[config.mk]
export PLATFORM = sky130hd
export DESIGN_NAME = tpu_seq
export DESIGN_NICKNAME = d
export VERILOG_FILES = /design/src/rtl/tpu_pkg.sv /design/src/rtl/tpu_seq_cnt.sv /design/src/rtl/tpu_seq.sv
export SDC_FILE = /design/constraint.sdc
export NUM_CORES = 1
export LEC_CHECK = 0
export BUFFER_PORTS_ARGS = -buffer_cell sky130_fd_sc_hd__buf_2
export CELL_PAD_IN_SITES_DETAIL_PLACEMENT = 0
export CELL_PAD_IN_SITES_GLOBAL_PLACEMENT = 1
export CORE_AREA = 2 2 209 211
export CTS_BUF_LIST = sky130_fd_sc_hd__clkbuf_4 sky130_fd_sc_hd__clkbuf_8
export DETAILED_ROUTE_END_ITERATION = 6
export DIE_AREA = 0 0 211 213
export GPL_TIMING_DRIVEN = 0
export PLACE_DENSITY = 0.53
export SLEW_MARGIN = 20
export SYNTH_ARGS = -nofsm -noshare
export SYNTH_HDL_FRONTEND = slang
export SYNTH_SLANG_ARGS = --single-unit
[constraint.sdc]
create_clock -name clk -period 2.5 [get_ports clk]
set_input_delay 0.25 -clock clk [delete_from_list [all_inputs] [get_ports clk]]
set_output_delay 0.25 -clock clk [all_outputs]
set_load 0.02 [all_outputs]
[src/rtl/tpu_pkg.sv]
// rtl/tpu_pkg.sv - address map, control bit positions and sequencer state type
package tpu_pkg;

  // Word-address bases of the host-visible regions
  localparam int A_BASE    = 'h0100;
  localparam int B_BASE    = 'h0200;
  localparam int C_BASE    = 'h0300;
  localparam int CTRL_ADDR = 'h0400;

  // CTRL write bits
  localparam int CTRL_START    = 0;
  localparam int CTRL_ACC      = 1;
  localparam int CTRL_IRQ_EN   = 2;
  localparam int CTRL_CLR_DONE = 8;
  localparam int CTRL_CLR_ERR  = 9;

  // STATUS read bits
  localparam int STAT_BUSY   = 0;
  localparam int STAT_ACC    = 1;
  localparam int STAT_IRQ_EN = 2;
  localparam int STAT_DONE   = 8;
  localparam int STAT_ERR    = 9;

  typedef enum logic [1:0] {IDLE, CLEAR, RUN, FIN} seq_state_t;

  function automatic int ceil_div(input int a, input int b);
    return (a + b - 1) / b;
  endfunction

endpackage

[src/rtl/tpu_seq_cnt.sv]
// rtl/tpu_seq_cnt.sv - loadable down-counter with zero flag for the CLEAR and RUN phases
module tpu_seq_cnt #(
  parameter int W = 5
) (
  input  logic         clk,
  input  logic         rst_n,
  input  logic         load,
  input  logic [W-1:0] load_val,
  input  logic         dec,
  output logic [W-1:0] cnt,
  output logic         zero
);

  // Load has priority; decrement saturates at zero so the flag stays stable
  always_ff @(posedge clk) begin
    if (!rst_n) begin
      cnt <= '0;
    end else if (load) begin
      cnt <= load_val;
    end else if (dec && (cnt != '0)) begin
      cnt <= cnt - 1'b1;
    end
  end

  assign zero = (cnt == '0);

endmodule

[src/rtl/tpu_seq.sv]
// rtl/tpu_seq.sv - memory-mapped sequencer driving memA, memB and the systolic array
module tpu_seq
  import tpu_pkg::*;
#(
  parameter int BITS_AB = 8,
  parameter int BITS_C  = 16,
  parameter int DIM     = 8,
  parameter int ADDRW   = 16,
  parameter int DATAW   = 64
) (
  input  logic                    clk,
  input  logic                    rst_n,
  input  logic                    bus_en,
  input  logic                    r_w,
  input  logic [ADDRW-1:0]        addr,
  input  logic [DATAW-1:0]        dataIn,
  output logic [DATAW-1:0]        dataOut,
  output logic                    rd_valid,
  output logic                    irq_done,
  output logic                    a_en,
  output logic                    a_wren,
  output logic [$clog2(DIM)-1:0]  a_row,
  output logic [DIM*BITS_AB-1:0]  a_din,
  output logic                    b_en,
  output logic [DIM*BITS_AB-1:0]  b_din,
  output logic                    sa_en,
  output logic                    sa_wren,
  output logic [$clog2(DIM)-1:0]  sa_crow,
  output logic [DIM*BITS_C-1:0]   sa_cin,
  input  logic [DIM*BITS_C-1:0]   sa_cout
);

  localparam int CW    = ceil_div(DIM * BITS_C, DATAW);
  localparam int RUN_N = 3 * DIM - 2;
  localparam int RW    = $clog2(DIM);
  localparam int CNTW  = $clog2(RUN_N);
  localparam int HW    = (CW > 1) ? $clog2(CW) : 1;
  localparam int HOLDW = CW * DATAW;

  seq_state_t state, nxt;

  logic [CNTW-1:0]  cnt, load_val;
  logic             cnt_load, cnt_dec, cnt_zero;
  logic             acc, irq_en, done, err;
  logic [HOLDW-1:0] hold, merged, cout_ext;
  logic [ADDRW-1:0] a_off, b_off, c_off;
  logic             in_a, in_b, in_c, in_ctrl;
  logic             wr, rd, busy, c_last, start_req, idle_start, err_set;
  logic [RW-1:0]    c_row;
  logic [HW-1:0]    c_word;
  logic [DATAW-1:0] status;

  // Region decode: offsets below a base wrap high and fall outside every window
  assign a_off   = addr - ADDRW'(A_BASE);
  assign b_off   = addr - ADDRW'(B_BASE);
  assign c_off   = addr - ADDRW'(C_BASE);
  assign in_a    = (a_off < ADDRW'(DIM));
  assign in_b    = (b_off < ADDRW'(DIM));
  assign in_c    = (c_off < ADDRW'(DIM * CW));
  assign in_ctrl = (addr == ADDRW'(CTRL_ADDR));
  assign c_row   = RW'(c_off / ADDRW'(CW));
  assign c_word  = HW'(c_off % ADDRW'(CW));
  assign c_last  = (c_word == HW'(CW - 1));

  assign wr         = bus_en & r_w;
  assign rd         = bus_en & ~r_w;
  assign busy       = (state != IDLE);
  assign start_req  = wr & in_ctrl & dataIn[CTRL_START];
  assign idle_start = start_req & ~busy;
  assign err_set    = busy & ((wr & (in_a | in_b | in_c)) | (rd & in_c) | start_req);
  assign irq_done   = done & irq_en;
  assign cout_ext   = HOLDW'(sa_cout);

  // The committing write's word replaces the top slot of the holding register
  always_comb begin
    merged = hold;
    merged[(CW-1)*DATAW +: DATAW] = dataIn;
  end

  // STATUS word assembly
  always_comb begin
    status              = '0;
    status[STAT_BUSY]   = busy;
    status[STAT_ACC]    = acc;
    status[STAT_IRQ_EN] = irq_en;
    status[STAT_DONE]   = done;
    status[STAT_ERR]    = err;
  end

  // Phase counter: CLEAR counts DIM rows, RUN counts feed plus drain cycles
  assign cnt_load = ((state == IDLE) && idle_start) || ((state == CLEAR) && cnt_zero);
  assign load_val = ((state == IDLE) && !dataIn[CTRL_ACC]) ? CNTW'(DIM - 1) : CNTW'(RUN_N - 1);
  assign cnt_dec  = (state == CLEAR) || (state == RUN);

  tpu_seq_cnt #(.W(CNTW)) u_cnt (
    .clk      (clk),
    .rst_n    (rst_n),
    .load     (cnt_load),
    .load_val (load_val),
    .dec      (cnt_dec),
    .cnt      (cnt),
    .zero     (cnt_zero)
  );

  // FSM state register
  always_ff @(posedge clk) begin
    if (!rst_n) state <= IDLE;
    else        state <= nxt;
  end

  // FSM next-state; ACC for the new run comes from the same CTRL write as START
  always_comb begin
    nxt = state;
    case (state)
      IDLE:    if (idle_start) nxt = dataIn[CTRL_ACC] ? RUN : CLEAR;
      CLEAR:   if (cnt_zero) nxt = RUN;
      RUN:     if (cnt_zero) nxt = FIN;
      FIN:     nxt = IDLE;
      default: nxt = IDLE;
    endcase
  end

  // FSM outputs: host-driven strobes in IDLE, autonomous strobes otherwise
  always_comb begin
    a_en    = 1'b0;
    a_wren  = 1'b0;
    a_row   = '0;
    a_din   = '0;
    b_en    = 1'b0;
    b_din   = '0;
    sa_en   = 1'b0;
    sa_wren = 1'b0;
    sa_crow = '0;
    sa_cin  = '0;
    case (state)
      IDLE: begin
        if (wr && in_a) begin
          a_wren = 1'b1;
          a_row  = RW'(a_off);
          a_din  = dataIn;
        end
        if (wr && in_b) begin
          b_en  = 1'b1;
          b_din = dataIn;
        end
        if (bus_en && in_c) begin
          sa_crow = c_row;
          if (r_w && c_last) begin
            sa_wren = 1'b1;
            sa_cin  = merged[DIM*BITS_C-1:0];
          end
        end
      end
      CLEAR: begin
        sa_wren = 1'b1;
        sa_crow = RW'(CNTW'(DIM - 1) - cnt);
      end
      RUN: begin
        sa_en = 1'b1;
        if (cnt >= CNTW'(RUN_N - DIM)) begin
          a_en = 1'b1;
          b_en = 1'b1;
        end
      end
      default: ;
    endcase
  end

  // Registered read path: one-cycle latency, zero for write-only or blocked regions
  always_ff @(posedge clk) begin
    if (!rst_n) begin
      dataOut  <= '0;
      rd_valid <= 1'b0;
    end else begin
      rd_valid <= rd;
      dataOut  <= '0;
      if (rd) begin
        if (in_c && !busy) dataOut <= cout_ext[c_word*DATAW +: DATAW];
        else if (in_ctrl)  dataOut <= status;
      end
    end
  end

  // C row holding register for the non-final words of a row write
  always_ff @(posedge clk) begin
    if (!rst_n) begin
      hold <= '0;
    end else if (wr && in_c && !busy && !c_last) begin
      hold[c_word*DATAW +: DATAW] <= dataIn;
    end
  end

  // Control and sticky status; DONE and ERR sets are applied after clears so they win
  always_ff @(posedge clk) begin
    if (!rst_n) begin
      acc    <= 1'b0;
      irq_en <= 1'b0;
      done   <= 1'b0;
      err    <= 1'b0;
    end else begin
      if (wr && in_ctrl) begin
        acc    <= dataIn[CTRL_ACC];
        irq_en <= dataIn[CTRL_IRQ_EN];
        if (dataIn[CTRL_CLR_DONE]) done <= 1'b0;
        if (dataIn[CTRL_CLR_ERR])  err  <= 1'b0;
      end
      if (state == FIN) done <= 1'b1;
      if (err_set)      err  <= 1'b1;
    end
  end

endmodule
Yosys cells after proc, flatten, opt, wreduce, memory -nomap -nowiden
Cells that the tools add are included.
- input port bits: 212
- word-level logic and storage cells: 113
- flip-flop bits (word level): 204
- reduce and logical (&&, ||, !) cells: 31
- $lt $le $gt $ge: 4
- mux-type cells: 38
- shift-type cells: 3
- bitwise gates (word level): 15
- add/subtract/negate cells: 6
- equal/unequal tests: 7
- operator list (cell ; count):
    128-bit 2-to-1 mux ; 3
    64-bit 2-to-1 mux ; 5
    128-bit bitwise mux ; 1
    64-bit by 34-bit variable shift with 128-bit output, first input constant ; 1
    128-bit by 8-bit variable part select with 64-bit output ; 1
    64-bit by 34-bit variable part select with 128-bit output ; 1
    7-bit negation with 34-bit output ; 1
    16-bit by 4-bit less-than comparator with 1-bit output, second input constant ; 2
    16-bit by 10-bit subtractor with 16-bit output, second input constant ; 2
    16-bit by 11-bit equality test with 1-bit output, second input constant ; 1
    16-bit by 5-bit less-than comparator with 1-bit output, second input constant ; 1
    16-bit by 9-bit subtractor with 16-bit output, second input constant ; 1
    5-bit 2-to-1 mux ; 3
    1-bit 2-to-1 mux ; 14
    1-bit logical AND ; 13
    2-bit nonzero test ; 6
    10-bit 2-to-1 mux ; 1
    1-bit bitwise AND ; 9
    3-bit 2-to-1 mux ; 3
    2-bit 2-to-1 mux ; 4
    2-bit case mux with 4 select lines ; 1
    2-bit != test, second input constant ; 3
    3-bit case mux with 2 select lines ; 1
    2-bit AND reduction ; 3
    14 further kinds ; 23

Logic depth before layout (Yosys ltp)
Gate-level depths: netlist (run 1).
- depth after elaboration: 10
- mapped depth: 9
- mapped depth without buffers: 7

Cells and area by module
A second synthesis (run 1) with hierarchy kept.
- cells, all modules: 920
- area, all modules: 7489.7 um^2
- modules (own cells, without submodules) (module ; seq. area each (um^2) ; cells an instance ; instances ; area an instance (um^2)):
    tpu_seq ; 2702.6 ; 883 ; 1 ; 7190.6
    tpu_seq_cnt ; 100.1 ; 37 ; 1 ; 299.0

Worst setup path before layout (run 1)
No wires, ideal clock.
- kind: in2out
- start point: input port addr[9]
- end point: output port a_din[56]
- data arrival time: 1878 ps
- data required time: 2250 ps
- path buffers: 1
- slack: 372 ps
- stages on the path: 8
- cells stage by stage: inv_1 -> ha_1 -> nor2b_1 -> xnor2_1 -> nand2_1 -> nor3_1 -> clkbuf_1 -> and2_1
- word-level cells in the longest chain between the ends: 5
- ends and longest elaborated chain (element ; RTL line ; RTL):
    start: declaration ; tpu_seq.sv:15 ; input logic [ADDRW-1:0] addr,
    16-bit by 9-bit subtractor with 16-bit output ; tpu_seq.sv:54 ; assign a_off = addr - ADDRW'(A_BASE);
    16-bit by 4-bit less-than comparator with 1-bit output ; tpu_seq.sv:57 ; assign in_a = (a_off < ADDRW'(DIM));
    1-bit logical AND ; tpu_seq.sv:137 ; if (wr && in_a) begin
    64-bit 2-to-1 mux ; tpu_seq.sv:137 ;
    64-bit 2-to-1 mux ; tpu_seq.sv:135 ; case (state)
    end: declaration ; tpu_seq.sv:23 ; output logic [DIM*BITS_AB-1:0] a_din,
No other way between the ends.

Worst setup path after layout (run 1)
- start point: register state[0]
- end point: output port sa_cin[89]
- word-level cells in the longest chain between the ends: 2
- ends and longest elaborated chain (element ; RTL line ; RTL):
    start: declaration ; tpu_seq.sv:40 ; seq_state_t state, nxt;
    start signal: assignment ; tpu_seq.sv:108 ; else state <= nxt;
    2-bit zero test ; tpu_seq.sv:135 ;
    128-bit 2-to-1 mux ; tpu_seq.sv:135 ;
    end: declaration ; tpu_seq.sv:29 ; output logic [DIM*BITS_C-1:0] sa_cin,
No other way between the ends.

==> results of run 1 <==
==> per-layer routing <==
metal / track usage, % / part of all wire [%]
met5: 0 / 0
met4: 7.261 / 3.3
met3: 4.221 / 6.3
met2: 30.18 / 51
met1: 17.03 / 39
==> through the flow <==
stage	total power, mW	instances	util (%)	setup WS (ns)	TNS, ns
5_1_grt	5.185	2236	35.67	-0.1985	-23.27
3_5_place_dp	2.901	1989	25.26	-0.6509	-65.91
4_1_cts	5.042	2218	33.23	-0.1918	-25.13
6_report	4.926	2236	35.67	-0.04835	-2.072
3_3_place_gp	2.896	1988	25.22	-1.537	-148.65
2_1_floorplan	2.566	899	-	0.3722	0
==> what timing repair did <==
item | CTS | global route
hold buffers | 182 | 0
cloned | 3 | 15
setup buffers | 13 | 6
pin swaps | 15 | 91
hold endpoints to repair | 121 | 0
endpoints found under the setup margin | 262 | 229
gates resized for setup | 347 | 229
==> logic make-up after synthesis <==
group,count (synthesis),share of synthesized area [%]
XOR/XNOR,6,0.7133
buffers and inverters,76,4.704
AO/OA/AOI/OAI,90,8.984
adder cells (fa/ha/maj),8,1.359
AND/OR/NAND/NOR,510,36.80
multiplexers,69,9.392
flip-flops,140,38.04
==> synthesized netlist by cell type (5+ instances only) <==
cell      count
clkbuf_1     33
nand3_1       7
inv_1        11
ha_1          8
and2_1      262
a21boi_1     66
nor2_1       63
buf_4         6
nand2_1     143
dfxtp_1     140
o21ai_0      11
buf_2        25
mux2i_1      68
nor3_1        5
==> where the power goes <==
part	total, mW	internal [mW]	switching, mW
logic	0.883	0.505	0.378
clock network	1.79	0.729	1.06
registers	2.26	2.24	0.0144
total	4.93	3.48	1.45
==> area by class of cell <==
type,instances,area share (%)
repair buffers,762,40.63
clock buffers,18,1.627
well taps,546,4.486
clock inverters,14,0.7394
multi-input cells,683,30.40
inverters,11,0.2711
plain buffers,62,3.434
flip-flops and latches,140,18.42
==> worst min path at each step <==
| stage | startpoint | cells past startpoint | slack [ns] | end |
|---|---|---|---|---|
| finish | sa_cout[2] | 3 | 0.07 | dataOut[2]$_SDFF_PN0_ |
| global route | sa_cout[71] | 3 | 0.03 | dataOut[7]$_SDFF_PN0_ |
| global placement | hold[28]$_SDFFE_PN0P_ | 2 | 0.43 | hold[28]$_SDFFE_PN0P_ |
| CTS | sa_cout[2] | 3 | 0.003 | dataOut[2]$_SDFF_PN0_ |
| detailed placement | hold[36]$_SDFFE_PN0P_ | 2 | 0.44 | hold[36]$_SDFFE_PN0P_ |
| floorplan | dataIn[0] | 2 | 0.39 | hold[0]$_SDFFE_PN0P_ |
==> sequential cells by signal, indices dropped and copies added (netlist names) <==
register   count
state          2
rd_valid       1
dataOut       64
acc            1
irq_en         1
done           1
hold          64
err            1
u_cnt.cnt      5
==> worst max-delay path: cells and delay by family (launching register included) <==
kind	cells	cell delay, ns
AND/OR/NAND/NOR	4	0.75
buffers and inverters	4	0.54
flip-flops	1	0.33
adder cells (fa/ha/maj)	1	0.17
==> metrics.md, run 1 <==
| Metric | Value |
|---|---|
| Crit path DAT | 2.30 ns |
| R2r setup slk | 0.32 ns |
| Critical Path Slowest Stage Cell | dfxtp_2 |
| Setup violators final | 99 |
| CTS root buffer | clkbuf_8 |
| RSZ-0062 raised after global routing | yes |
| Critical Path End | sa_cin[89] |
| # H-tree levels | 4 |
| Pins Over Slew Limit | 0 |
| Fin crit period | 2.548 ns |
| Crit-path cells | inv_2 > ha_4 > nand3_4 > and2b_2 > and3_4 > buf_12 > clkbuf_16 > and2_4 > buf_6 |
| DPL Wire Length | 28,330 um |
| Seq/Total Area, Yosys | 38.04% |
| Status | finished, violations left |
| CORE AREA | 0.04270 mm2 |
| Mapped Area | 0.007367 mm2 |
| Clk buf depth | 2 |
| Multi-input gate area | 0.004629 mm2 |
| Design Area, Final | 0.01523 mm2 |
| Worst r2r path cells | 9 |
| Antenna Cells | 0 |
| Global-route wire length before repair | 53,410 um |
| Top post-synthesis cells by area | dfxtp_1, and2_1, mux2i_1 |
| Leakage | 7.324 nW |
| Fillcell total | 4,377 |
| Endpoint class of the critical path | output port |
| Die Ht | 213 um |
| Syn_nets | 1,119 |
| GPL Wtd Cong | 0.8139 |
| Max-cap violation count | 0 |
| Worst-path clk slew | 0.09 ns |
| Worst Max-Slew Pin Slew | 0.7860 ns |
| Initial Util | 17.25% |
| GRT Util Overall | 16.19% |
| Crit start category | flop |
| Post-synth EDFFs | 0 |
| Asr flop ratio synth | 0% |
| Synth top area share | 38.04% |
| Fmax | 0.3924 GHz |
| Setup crit start | state[0]$_SDFFE_PN0P_ |
| WHS | 0.07044 ns |
| Die Width | 211 um |
| Drt total wl | 39,730 um |
| Layout cell share with drive strength beyond 1 | 48.34% |
| VDD IR max | 368.0 uV |
| Final Skew | 0.01224 ns |
| Max incr delay on CP | 0.33 ns |
| Hold Path Class | input pin to flop |
| # DRC | 0 |
| Skew-Pair Late Insertion Delay | 0.49 ns |
| Gr ovfl total | 0 |
| I/O pin count | 545 |
| CTS buffer count | 17 |
| Yosys reg bits | 140 |
| Dominant synthesized flop cell | dfxtp_1 |
| Average cell area after synthesis | 8.195 um2 |
| Reg-to-Reg End | hold[7]$_SDFFE_PN0P_ |
| Post-DRT Antenna Nets | 0 |
| R2R Path Start | state[0]$_SDFFE_PN0P_ |
| Failing checks | setup timing |
| Yosys top cell by area | dfxtp_1 |
| Iter 0 DRT Violations | 275 |
| Worst slew margin | 47.60% |
| Power per standard cell area | 323.4 mW/mm2 |
| Period utilization | 101.9% |
| Commonest non-fill, non-tap cell in the layout | buf_2 |
| Layout area overhead | 106.7% |
| CP required | 2.25 ns |
| Clk sink count | 140 |
| Synth cell types | 47 |
| Largest net degree at the start of global routing | 17 |
| Final setup margin | -0.04835 ns |
| I/O Buffers | 543 |
| Largest fanout on the critical path | 7 |
| Mapped Cells | 899 |
| Initial DRT Pass Iterations | 4 |
| Fin. Hold Viols | 0 |
| Seq. cell area | 0.002805 mm2 |
| Yosys warning count | 0 |
| DR vias/cell | 4.072 |
| # rows | 76 |
| CTS tree | yes |
| Initial antenna violation count | 1 |
| Drt wl/cell | 17.77 um |
| Placed Area | 0.01079 mm2 |
| Number of global-route vias before repair | 8,941 |
| DR vias | 9,106 |
| Critical path type | flop to output port |
| Commonest cells after routing, fill and taps aside | buf_2, dlygate4sd3_1, buf_6 |
| NumNets Final | 1,897 |
| Die footprint | 0.04494 mm2 |
(Power assumes the default switching activity.)
==> run 2: changes to the inputs <==
--- a/config.mk
+++ b/config.mk
@@ -8,12 +8,12 @@
 export BUFFER_PORTS_ARGS = -buffer_cell sky130_fd_sc_hd__buf_2
 export CELL_PAD_IN_SITES_DETAIL_PLACEMENT = 0
 export CELL_PAD_IN_SITES_GLOBAL_PLACEMENT = 1
-export CORE_AREA = 2 2 209 211
+export CORE_AREA = 2 2 214 216
 export CTS_BUF_LIST = sky130_fd_sc_hd__clkbuf_4 sky130_fd_sc_hd__clkbuf_8
 export DETAILED_ROUTE_END_ITERATION = 6
-export DIE_AREA = 0 0 211 213
+export DIE_AREA = 0 0 216 218
 export GPL_TIMING_DRIVEN = 0
-export PLACE_DENSITY = 0.53
+export PLACE_DENSITY = 0.51
 export SLEW_MARGIN = 20
 export SYNTH_ARGS = -nofsm -noshare
 export SYNTH_HDL_FRONTEND = slang
==> constraint.sdc (replaced) <==
create_clock -name clk -period 3.27 [get_ports clk]
set_input_delay 0.327 -clock clk [delete_from_list [all_inputs] [get_ports clk]]
set_output_delay 0.327 -clock clk [all_outputs]
set_load 0.02 [all_outputs]
==> metrics.md, run 2 (synthesized netlist as in run 1, its figures left out) <==
| Metric | Value |
|---|---|
| Status | completed |
| Worst-path clk slew | 0.09 ns |
| Power per standard cell area | 309.8 mW/mm2 |
| Final Skew | 0.007341 ns |
| Critical path type | flop to output port |
| Skew-Pair Late Insertion Delay | 0.49 ns |
| Gr ovfl total | 0 |
| Die Ht | 218 um |
| Largest net degree at the start of global routing | 17 |
| Max incr delay on CP | 0.35 ns |
| # DRC | 0 |
| Commonest cells after routing, fill and taps aside | buf_2, and2_1, nand2_1 |
| Period utilization | 92.13% |
| CTS root buffer | clkbuf_8 |
| Largest fanout on the critical path | 10 |
| Layout area overhead | 61.18% |
| DPL Wire Length | 28,580 um |
| # H-tree levels | 4 |
| Design Area, Final | 0.01187 mm2 |
| Initial DRT Pass Iterations | 4 |
| Die Width | 216 um |
| CORE AREA | 0.04489 mm2 |
| Fin crit period | 3.013 ns |
| Iter 0 DRT Violations | 182 |
| I/O Buffers | 543 |
| Clk buf depth | 2 |
| Critical Path End | sa_cin[94] |
| Clk sink count | 140 |
| Layout cell share with drive strength beyond 1 | 40.89% |
| Initial antenna violation count | 3 |
| Pins Over Slew Limit | 0 |
| GRT Util Overall | 14.81% |
| Worst r2r path cells | 9 |
| Crit path max-delay family | simple AND/OR/NAND/NOR gates |
| I/O pin count | 545 |
| Setup crit start | state[0]$_SDFFE_PN0P_ |
| Max-cap violation count | 0 |
| Commonest non-fill, non-tap cell in the layout | buf_2 |
| Hold Path Class | input pin to flop |
| Worst Max-Slew Pin Slew | 0.7803 ns |
| Leakage | 6.204 nW |
| Global-route wire length before repair | 51,050 um |
| R2r setup slk | 0.94 ns |
| Crit-path cells | inv_1 > ha_1 > buf_6 > nand3_2 > and2b_2 > and3_1 > buf_6 > buf_2 > and2_1 > buf_2 |
| Initial Util | 16.41% |
| Post-DRT Antenna Nets | 0 |
| Die footprint | 0.04709 mm2 |
| Reg-to-Reg End | dataOut[29]$_SDFF_PN0_ |
| CTS buffer count | 17 |
| Sum Neg Setup Slack | 0 ns |
| Endpoint class of the critical path | output port |
| CP required | 2.94 ns |
| CTS tree | yes |
| DR vias/cell | 3.931 |
| NumNets Final | 1,743 |
| Fmax | 0.3319 GHz |
| Number of global-route vias before repair | 8,219 |
| Drt wl/cell | 16.89 um |
| Fin. Hold Viols | 0 |
| VDD IR max | 243.1 uV |
| DR vias | 8,405 |
| CP bufs+invs | 5 |
| Largest regs | dataOut (64), hold (64), u_cnt.cnt (5) |
| Setup violators final | 0 |
| Crit path DAT | 2.69 ns |
| GPL Wtd Cong | 0.8053 |
| Placed Area | 0.01085 mm2 |
| R2R Path Start | state[0]$_SDFFE_PN0P_ |
| # rows | 78 |
| Crit start category | flop |
| RSZ-0062 raised after global routing | no |
| WHS | 0.06919 ns |
| Worst slew margin | 47.98% |
| CP Depth | 10 |
| Drt total wl | 36,110 um |
| Critical Path Slowest Stage Cell | dfxtp_1 |
[run 2: changes by cell type in the layout (fill, tap and decap cells not counted), sizes merged]
cell         change
dlygate4sd3    -123
buf             -22
clkbuf           -9
clkinv           -2
diode            +2
bufinv           +1
inv              +1
[run 2: layout make-up]
type | instances | area (um2)
fillers | 4996 | 33020
multi-input cells | 683 | 4235
repair buffers | 605 | 3331
flip-flops and latches | 140 | 2803
well taps | 600 | 750.7
plain buffers | 65 | 331.6
clock buffers | 18 | 241.5
clock inverters | 14 | 135.1
inverters | 11 | 41.29
diodes | 2 | 5.005
[run 2: worst min path at each step]
stage,startpoint,to,slack [ns],cells after the start
2_1_floorplan,acc$_SDFFE_PN0P_,dataOut[1]$_SDFF_PN0_,0.42,2
5_1_grt,sa_cout[35],dataOut[35]$_SDFF_PN0_,0.03,3
4_1_cts,sa_cout[39],dataOut[39]$_SDFF_PN0_,0.0003,3
3_3_place_gp,hold[40]$_SDFFE_PN0P_,hold[40]$_SDFFE_PN0P_,0.43,2
6_report,sa_cout[35],dataOut[35]$_SDFF_PN0_,0.07,3
3_5_place_dp,hold[30]$_SDFFE_PN0P_,hold[30]$_SDFFE_PN0P_,0.44,2
[run 2: worst register-to-register path, cell delays in order, from the launching register on]
cell and delay (ns):
dfxtp_1 0.40, inv_1 0.08, ha_1 0.20, buf_6 0.14, nand3_2 0.12, and2b_2 0.24, buf_4 0.15, nand2_1 0.33
clkbuf_1 0.43, nor2_1 0.11
[run 2: repair_timing]
item	CTS	global route
gates resized for setup	10	6
buffers inserted	0	2
hold buffers	59	0
setup endpoints to repair	141	146
endpoints found under the hold margin	36	0
cloned	0	0
pin swaps	0	1
[run 2: per-stage QoR]
step	power, mW	setup slack, ns	util [%]	std cells
final	3.678	0.2573	26.45	2138
after global routing	3.877	0.005540	26.44	2136
after CTS	3.782	-0.01427	26.38	2134
after detailed placement	2.219	0.03643	24.17	2043
after global placement	2.216	-0.7704	24.14	2042
after floorplan	1.962	0.9882	-	899
[run 2: where the power goes]
group / internal, mW / total (mW) / leakage [nW] / switching [mW]
Clock: 0.622 / 1.44 / 0.181 / 0.818
Combinational: 0.259 / 0.512 / 4.90 / 0.252
Sequential: 1.71 / 1.73 / 1.13 / 0.0125
Total: 2.60 / 3.68 / 6.20 / 1.08
[run 2: layer usage]
| metal | global-route usage [%] | routed length [um] | vias to the layer above |
|---|---|---|---|
| li1 | - | - | 4127 |
| met1 | 15.62 | 13820 | 3864 |
| met2 | 27.43 | 18470 | 373 |
| met3 | 5.035 | 3055 | 35 |
| met4 | 4.977 | 731 | 6 |
| met5 | 0 | 41 | - |
